===== src/rtl/uart_pkg.sv =====
// uart_pkg: shared constants and receiver state encoding for the uart blocks
package uart_pkg;
  localparam int DATA_BITS = 8;
  localparam logic LINE_IDLE = 1'b1;
  typedef enum logic [2:0] {IDLE, START, DATA, STOP, BREAK} state_t;
endpackage


===== src/rtl/uart_sync.sv =====
// uart_sync: 2-flop synchroniser for the asynchronous serial line
module uart_sync import uart_pkg::*; (
  input  logic clk,
  input  logic rst,
  input  logic d,
  output logic q
);
  logic m;
  always_ff @(posedge clk or negedge rst)
    if (!rst) {q, m} <= {LINE_IDLE, LINE_IDLE};
    else {q, m} <= {m, d};
endmodule


===== src/rtl/uart_rx.sv =====
// uart_rx: 8N1 receiver with mid-bit sampling and a valid/ack output register
module uart_rx import uart_pkg::*; #(
  parameter int CLKS_PER_BIT = 1
) (
  input  logic                 clk,
  input  logic                 rst,
  input  logic                 rx,
  input  logic                 ack,
  output logic [DATA_BITS-1:0] rx_data,
  output logic                 rx_valid,
  output logic                 frame_err,
  output logic                 overrun
);
  localparam int CW = CLKS_PER_BIT > 1 ? $clog2(CLKS_PER_BIT) : 1;
  localparam int HALF = CLKS_PER_BIT / 2;
  localparam logic [CW-1:0] HALF_C = CW'(HALF);
  localparam logic [CW-1:0] LAST = CW'(CLKS_PER_BIT - 1);
  state_t state;
  logic rx_s;
  logic [CW-1:0] clk_cnt;
  logic [2:0] bit_idx;
  logic [DATA_BITS-1:0] shift;
  uart_sync u_sync (.clk(clk), .rst(rst), .d(rx), .q(rx_s));
  // ack clears first; any set later in the same cycle overrides it
  always_ff @(posedge clk or negedge rst)
    if (!rst) begin
      state     <= IDLE;
      clk_cnt   <= '0;
      bit_idx   <= '0;
      shift     <= '0;
      rx_data   <= '0;
      rx_valid  <= 1'b0;
      frame_err <= 1'b0;
      overrun   <= 1'b0;
    end else begin
      if (ack) begin
        rx_valid  <= 1'b0;
        frame_err <= 1'b0;
        overrun   <= 1'b0;
      end
      case (state)
        IDLE:
          if (!rx_s) begin
            clk_cnt <= HALF == 0 ? '0 : CW'(1);
            bit_idx <= '0;
            state   <= HALF == 0 ? DATA : START;
          end
        START:
          if (clk_cnt != HALF_C) clk_cnt <= clk_cnt + 1'b1;
          else begin
            clk_cnt <= '0;
            bit_idx <= '0;
            state   <= rx_s ? IDLE : DATA;
          end
        DATA:
          if (clk_cnt == LAST) begin
            shift[bit_idx] <= rx_s;
            clk_cnt        <= '0;
            bit_idx        <= bit_idx + 1'b1;
            if (bit_idx == 3'd7) state <= STOP;
          end else clk_cnt <= clk_cnt + 1'b1;
        STOP:
          if (clk_cnt == LAST) begin
            clk_cnt <= '0;
            if (rx_s) begin
              state <= IDLE;
              if (!rx_valid || ack) begin
                rx_data  <= shift;
                rx_valid <= 1'b1;
              end else overrun <= 1'b1;
            end else begin
              frame_err <= 1'b1;
              state     <= BREAK;
            end
          end else clk_cnt <= clk_cnt + 1'b1;
        BREAK:
          if (rx_s) state <= IDLE;
        default: state <= IDLE;
      endcase
    end
endmodule

===== config.mk =====
export PLATFORM = sky130hd
export DESIGN_NAME = uart_rx
export DESIGN_NICKNAME = d
export VERILOG_FILES = /design/src/rtl/uart_pkg.sv /design/src/rtl/uart_sync.sv /design/src/rtl/uart_rx.sv
export SDC_FILE = /design/constraint.sdc
export NUM_CORES = 1
export LEC_CHECK = 0
export ABC_AREA = 1
export ABC_CLOCK_PERIOD_IN_PS = 2100
export CAP_MARGIN = 20
export CELL_PAD_IN_SITES_DETAIL_PLACEMENT = 0
export CELL_PAD_IN_SITES_GLOBAL_PLACEMENT = 2
export CORE_ASPECT_RATIO = 0.75
export CORE_MARGIN = 2
export CORE_UTILIZATION = 30
export CTS_CLUSTER_DIAMETER = 30
export DETAILED_ROUTE_END_ITERATION = 8
export PLACE_DENSITY_LB_ADDON = 0.15
export SYNTH_ARGS = -nofsm -noshare
export SYNTH_HDL_FRONTEND = slang
export SYNTH_SLANG_ARGS = --single-unit
export TNS_END_PERCENT = 5

===== constraint.sdc =====
create_clock -name clk -period 2.1 [get_ports clk]
set_input_delay 0.21 -clock clk [delete_from_list [all_inputs] [get_ports clk]]
set_output_delay 0.21 -clock clk [all_outputs]
set_load 0.05 [all_outputs]

Word-level counts from Yosys, hierarchy flattened
Cells that the tools add are included.
Storage, ports and cells
  output and inout port bits: 11
  input bits: 4
  flip-flop bits (word level): 28
Cells by class
  mux-type cells: 33
  add/sub/neg operators: 2
  equality and inequality tests: 11
  bitwise operators: 1
  $lt $le $gt $ge: 2
  reductions and logical operators: 12
Operator list (number)
  two-way mux 3 bit: 10
  two-way mux 1 bit: 17
  case mux 3 bit (5 select lines): 1
  != test 2 bit (second input constant): 5
  case mux 3 bit (3 select lines): 1
  bitwise mux 8 bit: 1
  AND reduction 4 bit: 2
  == test 3 x 2 -> 1 bit (second input constant): 2
  == test 3 bit (second input constant): 2
  AND reduction 6 bit: 1
  less-than comparator 3 x 4 -> 1 bit (second input constant): 1
  AND reduction 2 bit: 2
  adder 3 x 1 -> 3 bit (second input constant): 1
  demux 1 bit (select 3 bit): 1
  == test 3 x 1 -> 1 bit (second input constant): 1
  >= comparator 3 x 1 -> 1 bit (second input constant): 1
  logical NOT 3 bit: 1
  nonzero test 3 bit: 1
  OR reduction 3 bit: 1
  two-way mux 2 bit: 1
  != test 2 x 1 -> 1 bit (second input constant): 1
  case mux 1 bit (2 select lines): 1
  nonzero test 2 bit: 1
  adder 1 bit (second input constant): 1
  4 further kinds: 4

Longest topological paths before layout
Gate-level depths: netlist of run 1.
  word-level depth: 6
  mapped depth: 7

By module
From an unflattened synthesis of run 1, not the netlist that was laid out.
Unflattened totals
  cells, all modules: 142
  area total of the unflattened synthesis: 1226.2 um^2
By module, submodules not included
  uart_rx: area an instance 1173.6 um^2, cells each 140, times used 1, sequential area each 625.6 um^2
  uart_sync: area an instance 52.6 um^2, cells each 2, times used 1, sequential area each 52.6 um^2

Worst setup path after synthesis of run 1
No wires, ideal clock.
  path type: flip-flop to flip-flop
  start: register rx_valid
  end: register rx_data[0]
  library setup time: 0.074 ns
  setup slack: 0.810 ns
  required time: 2.026 ns
  data arrival time: 1.216 ns
  cell stages (with the launch flop): 6
  cell sequence: dfrtp_1 -> nand2_1 -> nand3_4 -> buf_6 -> nand2_2 -> o21ai_2
On the way
  word-level cells in the longest chain between the ends: 3
RTL lines
  from (decl): line uart_rx.sv:10  | output logic rx_valid,
  from (signal assigned): line uart_rx.sv:32  | rx_valid <= 1'b0;
  from (signal assigned): line uart_rx.sv:37  | rx_valid <= 1'b0;
  from (signal assigned): line uart_rx.sv:69  | rx_valid <= 1'b1;
  logical NOT 1 bit: line uart_rx.sv:67  | if (!rx_valid || ack) begin
  logical OR 1 bit: line uart_rx.sv:67
  AND reduction 4 bit (no line)
  to (signal assigned): line uart_rx.sv:68  | rx_data <= shift;
  to (decl): line uart_rx.sv:9  | output logic [DATA_BITS-1:0] rx_data,
No other way between the ends.
A chain may end at the register's enable or synchronous reset.

Final worst setup path of run 1
  start: register rx_valid
  end: output rx_valid
No word-level cell between the ends.

==> results.sh, run 1 <==
export IMPL_r2r_setup_slack_ps=610
export IMPL_startpoint="rx_valid$_DFF_PN0_"
export IMPL_final_setup_tns_ps=0
export IMPL_critPathArrivalTime_ps=1460
export IMPL_outcome="complete, no violations"
export IMPL_worst_r2r_cell_count=5
export IMPL_post_cts_resized=0
export IMPL_first_global_vias=916
export IMPL_cp_start_kind="flip-flop"
export IMPL_fin_total_pwr_w=0.00231
export IMPL_netlist_area_leader_share=0.505
export IMPL_fp_row_count=20
export IMPL_final_nets=166
export IMPL_dpl_hpwl_um=1690
export IMPL_crit_path_cell_trace="clkdlybuf4s50_1"
export IMPL_grt_util_met1=0.172
export IMPL_drc=0
export IMPL_clk_latency_ps=270
export IMPL_cts_setup_buffers=0
export IMPL_busiest_layer="met2"
export IMPL_min_period_ps=1670
export IMPL_synth_async_reset_ratio=1.00
export IMPL_hold_viol_final=0
export IMPL_clock_sinks=27
export IMPL_ys_ff_latch=27
export IMPL_ys_types=16
export IMPL_die_w_um=78.2
export IMPL_use_met3=0.0332
export IMPL_synth_cell_area_mm2=0.00124
export IMPL_crit_buf_inv=1
export IMPL_cp_depth=1
export IMPL_grt_usage=0.121
export IMPL_cap_viol_max_count=0
export IMPL_htree_levels=1
export IMPL_critical_path_reg2reg_endpoint="shift[4]$_DFFE_PN0P_"
export IMPL_finalMaxSlewViolations=0
export IMPL_power_density_mw_per_mm2=1560
export IMPL_crit_family="buffers and inverters"
export IMPL_synthTopCellsByCount="43 x nand2_1, 25 x dfrtp_1, 20 x inv_1, 13 x nor2_1, 12 x nand3_1"
export IMPL_synth_area_top_cells="dfrtp_1 51%, nand2_1 13%, inv_1 6.1%, o21ai_2 5.7%, nand3_1 4.8%"
export IMPL_period_share=0.795
export IMPL_worstPathRequired_ps=1890
export IMPL_drt_iter0_drc=22
export IMPL_rsz0062_at_grt="no"
export IMPL_drive_gt1_frac=0.132
export IMPL_finalSetupViolCount=0
export IMPL_slew_headroom=0.665
export IMPL_endpoint_kind="output port"
export IMPL_grt_start_max_net_pins=28
export IMPL_cpPeakStageDelay_ps=810
export IMPL_gr_total_overflow=0
export IMPL_vdd_drop_max_uv=543
export IMPL_die_y_um=59.7
export IMPL_io_pins=15
export IMPL_crit_end="rx_valid"
export IMPL_fmaxAchievable_mhz=599
export IMPL_die_area_mm2=0.00466
export IMPL_n_antenna_cell=0
export IMPL_start_util=0.309
export IMPL_core_mm2=0.00400
export IMPL_crit_fanout=3
export IMPL_yosysWarnings=0
export IMPL_clock_path_buffers=2
export IMPL_port_buffers=14
export IMPL_dp_cells=210
export IMPL_cp_slowest_cell="clkdlybuf4s50_1"
export IMPL_p_leak_nw=0.727
export IMPL_yosysMostFrequentCell="nand2_1"
export IMPL_hold_buffers=0
export IMPL_syn_to_final_growth_pct=19.5
export IMPL_synth_area_leader_cell="dfrtp_1"
export IMPL_worstSetupPathType="flip-flop to output port"
export IMPL_syn_avg_cell_area_um2=8.66
export IMPL_synthCells=143
export IMPL_root_buffer="clkbuf_8"
export IMPL_grt_pass1_wl_um=4400
export IMPL_vias_per_cell=4.36
export IMPL_synth_seq_area_share=0.547
export IMPL_r2r_start="state[2]$_DFFE_PN0P_"
export IMPL_wl_per_cell_um=10.9
export IMPL_first_pass_iters=4
export IMPL_met2_usage=0.190
export IMPL_finalNonFillerCells=214
export IMPL_cts_made_buffers=3
export IMPL_ys_flop_type="dfrtp_1"
export IMPL_synth_edff_count=0
export IMPL_ant_nets=0
export IMPL_cts_tree="built"
export IMPL_min_path_type="primary input to async pin"
export IMPL_clk_pin_slew_ps=90
export IMPL_num_vias=932
export IMPL_worstMarginPinSlew_ps=501
export IMPL_place_congestion=0.724
export IMPL_synth_nets=149
export IMPL_drt_total_wl_um=2340
export IMPL_antenna_found_initial=0
export IMPL_finalClockSkew_ps=2.24
flip-flops by register name (all words and copies together), names as in the netlist:
register   flops
bit_idx        3
frame_err      1
overrun        1
rx_data        8
rx_valid       1
shift          8
state          3
u_sync.m       1
u_sync.q       1
placed cells by master, fill, tap and decap left out, drive strengths merged:
cell            n
clkbuf          3
nor2           15
clkinv          1
dfstp           2
buf             1
nand3          13
inv            20
a21oi           1
dfrtp          25
nand2          46
clkdlybuf4s50  14
ha              2
o21ai          16
worst min path at each step:
stage	slack (ps)	endpoint	depth (start not counted)
floorplan	-90	bit_idx[0]$_DFFE_PN0P_	0
global placement	350	u_sync.q$_DFF_PN1_	0
detailed placement	350	u_sync.q$_DFF_PN1_	0
CTS	320	frame_err$_DFF_PN0_	2
global route	320	u_sync.m$_DFF_PN1_	1
finish	310	frame_err$_DFF_PN0_	2
through the flow:
step / area [µm²] / worst slack (ps) / hold slack (ps) / util
floorplan: 1240 / 810 / -85.6 / -
global placement: 1430 / 662 / 346 / 0.358
detailed placement: 1430 / 618 / 347 / 0.358
CTS: 1480 / 410 / 325 / 0.370
global route: 1480 / 367 / 321 / 0.370
finish: 1480 / 430 / 310 / 0.370
cell families after synthesis:
kind of cell | count (synthesis) | synth area share
buffers and inverters | 23 | 0.0778
and+or+nand+nor | 74 | 0.262
adders and majority gates | 2 | 0.0202
AOI/OAI and AO/OA | 17 | 0.0929
DFF | 27 | 0.547
metal layers:
metal | routed length, µm | share of wire
met1 | 1230 | 0.52
met2 | 969 | 0.41
met3 | 139 | 0.059
met4 | 9 | 0.0038
met5 | 0 | 0
power by group:
group	internal, W	switching (W)
logic	0.000367	0.000751
registers	0.000732	0.000163
clock network	0.000133	0.000164
total	0.00123	0.00108
area by class of cell:
class / instances / area [µm²]
fillers: 440 / 2520
clock inverters: 1 / 5.00
clock buffers: 3 / 41.3
flip-flops and latches: 27 / 678
well taps: 55 / 68.8
multi-input cells: 93 / 464
repair buffers: 15 / 148
inverters: 20 / 75.1
Note: power is estimated with default switching activity, not from simulation.
==> run 2, diff against run 1 <==
--- a/config.mk
+++ b/config.mk
@@ -6,13 +6,13 @@
 export NUM_CORES = 1
 export LEC_CHECK = 0
 export ABC_AREA = 1
-export ABC_CLOCK_PERIOD_IN_PS = 2100
+export ABC_CLOCK_PERIOD_IN_PS = 1500
 export CAP_MARGIN = 20
 export CELL_PAD_IN_SITES_DETAIL_PLACEMENT = 0
 export CELL_PAD_IN_SITES_GLOBAL_PLACEMENT = 2
 export CORE_ASPECT_RATIO = 0.75
 export CORE_MARGIN = 2
-export CORE_UTILIZATION = 30
+export CORE_UTILIZATION = 29
 export CTS_CLUSTER_DIAMETER = 30
 export DETAILED_ROUTE_END_ITERATION = 8
 export PLACE_DENSITY_LB_ADDON = 0.15
==> constraint.sdc (replaced) <==
create_clock -name clk -period 1.5 [get_ports clk]
set_input_delay 0.15 -clock clk [delete_from_list [all_inputs] [get_ports clk]]
set_output_delay 0.15 -clock clk [all_outputs]
set_load 0.05 [all_outputs]
==> run 2 against run 1 <==
Sequential power increased by 37%. Global-route usage decreased by 0.86 points. Clock skew about the same. Largest cell class unchanged. Highest routed layer unchanged. Critical path depth increased by 6.
==> results.sh, run 2 (synthesized netlist as in run 1, its figures left out) <==
export IMPL_outcome="complete, no violations"
export IMPL_rsz0062_at_grt="no"
export IMPL_fp_row_count=20
export IMPL_drt_total_wl_um=2370
export IMPL_final_setup_tns_ps=0
export IMPL_first_pass_iters=4
export IMPL_fmaxAchievable_mhz=803
export IMPL_hold_buffers=0
export IMPL_drt_iter0_drc=34
export IMPL_cpPeakStageDelay_ps=460
export IMPL_die_y_um=60.6
export IMPL_cp_start_kind="flip-flop"
export IMPL_dp_slack_ps=149
export IMPL_final_cell_area_mm2=0.00150
export IMPL_critPathArrivalTime_ps=1460
export IMPL_crit_buf_inv=1
export IMPL_clk_latency_ps=270
export IMPL_finalClockSkew_ps=2.04
export IMPL_p_leak_nw=0.769
export IMPL_first_global_vias=872
export IMPL_dpl_cell_area_mm2=0.00145
export IMPL_gr_total_overflow=0
export IMPL_fin_total_pwr_w=0.00333
export IMPL_finalMaxSlewViolations=0
export IMPL_dpl_hpwl_um=1740
export IMPL_htree_levels=1
export IMPL_die_area_mm2=0.00482
export IMPL_wl_per_cell_um=10.8
export IMPL_grt_usage=0.113
export IMPL_core_mm2=0.00408
export IMPL_drive_gt1_frac=0.230
export IMPL_worstSetupPathType="flip-flop to flip-flop"
export IMPL_cts_tree="built"
export IMPL_endpoint_kind="flip-flop"
export IMPL_reg_largest_list="rx_data x8, shift x8"
export IMPL_post_cts_resized=0
export IMPL_io_pins=15
export IMPL_syn_to_final_growth_pct=21.1
export IMPL_cts_made_buffers=3
export IMPL_clock_sinks=27
export IMPL_root_buffer="clkbuf_8"
export IMPL_fin_util=0.368
export IMPL_antenna_found_initial=0
export IMPL_drc=0
export IMPL_clock_path_buffers=2
export IMPL_grt_start_max_net_pins=28
export IMPL_cp_slowest_cell="dfrtp_1"
export IMPL_vias_per_cell=4.07
export IMPL_layout_common_cells="43 x nand2_1, 25 x dfrtp_1, 20 x inv_1"
export IMPL_setup_ws_ps=255
export IMPL_hold_viol_final=0
export IMPL_mostFrequentLayoutCell="nand2_1"
export IMPL_clk_pin_slew_ps=100
export IMPL_crit_family="flip-flops"
export IMPL_num_vias=896
export IMPL_min_period_ps=1250
export IMPL_place_congestion=0.732
export IMPL_port_buffers=14
export IMPL_grt_pass1_wl_um=4140
export IMPL_die_w_um=79.5
export IMPL_finalSetupViolCount=0
export IMPL_final_nets=172
export IMPL_n_antenna_cell=0
export IMPL_crit_path_cell_trace="ha_1, ha_1, inv_1, nand3_1, nand2_1, nor2_1, nor2_1"
export IMPL_worstMarginPinSlew_ps=355
export IMPL_start_util=0.304
export IMPL_worstPathRequired_ps=1710
export IMPL_cap_viol_max_count=0
export IMPL_fillers=403
export IMPL_crit_fanout=7
export IMPL_slew_headroom=0.763
export IMPL_vdd_drop_max_uv=649
export IMPL_min_path_type="primary input to async pin"
export IMPL_power_density_mw_per_mm2=2220
export IMPL_period_share=0.830
export IMPL_cts_setup_buffers=0
export IMPL_ant_nets=0
[run 2: changes by cell type in the layout (fill, tap and decap cells not counted)]
| cell | delta |
|---|---|
| clkinvlp_4 | +1 |
| buf_4 | +17 |
| clkdlybuf4s50_1 | -11 |
| clkinv_2 | -1 |
[run 2: cell type report]
cell class	instances	area, µm²	share of cell area
multi-input cells	93	464	0.309
inverters	20	75.1	0.0500
clock inverters	1	7.51	0.00500
clock buffers	3	41.3	0.0275
flip-flops and latches	27	678	0.452
well taps	55	68.8	0.0459
repair buffers	21	165	0.110
[run 2: final timing paths]
check	start	cells after the start	slack [ps]	end
worst min register to register	u_sync.m$_DFF_PN1_	0	360	u_sync.q$_DFF_PN1_
worst max register to register	bit_idx[1]$_DFFE_PN0P_	7	250	state[1]$_DFFE_PN0P_
max in group asynchronous	rst	2	950	u_sync.m$_DFF_PN1_
worst min-delay path	rst	2	250	state[2]$_DFFE_PN0P_
worst max-delay path	bit_idx[1]$_DFFE_PN0P_	7	250	state[1]$_DFFE_PN0P_
min in group clk	rx	1	270	u_sync.m$_DFF_PN1_
[run 2: where the power goes]
group / internal [W] / switching, W / leakage, nW
combinational: 0.000573 / 0.00109 / 0.414
sequential: 0.00103 / 0.000202 / 0.334
clock: 0.000189 / 0.000244 / 0.0217
total: 0.00179 / 0.00154 / 0.769
[run 2: metal layers]
| layer | vias up | track usage | part of all wire |
|---|---|---|---|
| met1 | 394 | 0.172 | 0.57 |
| met2 | 12 | 0.156 | 0.38 |
| met5 | - | 0 | 0 |
| li1 | 488 | - | - |
| met4 | 0 | 0.0222 | 0.0080 |
| met3 | 2 | 0.0357 | 0.037 |
[run 2: metrics by stage]
stage,std cells,hold slack (ps)
6_report,220,249
5_1_grt,220,252
4_1_cts,220,255
3_5_place_dp,216,349
3_3_place_gp,216,346
2_1_floorplan,143,-146
[run 2: worst reg2reg max path, delay by kind of cell, from the launching register on]
family / cells / cell delay (ps)
flip-flops: 1 / 460
AND/OR/NAND/NOR: 4 / 280
buffers and inverters: 1 / 50
adder cells (fa/ha/maj): 2 / 400
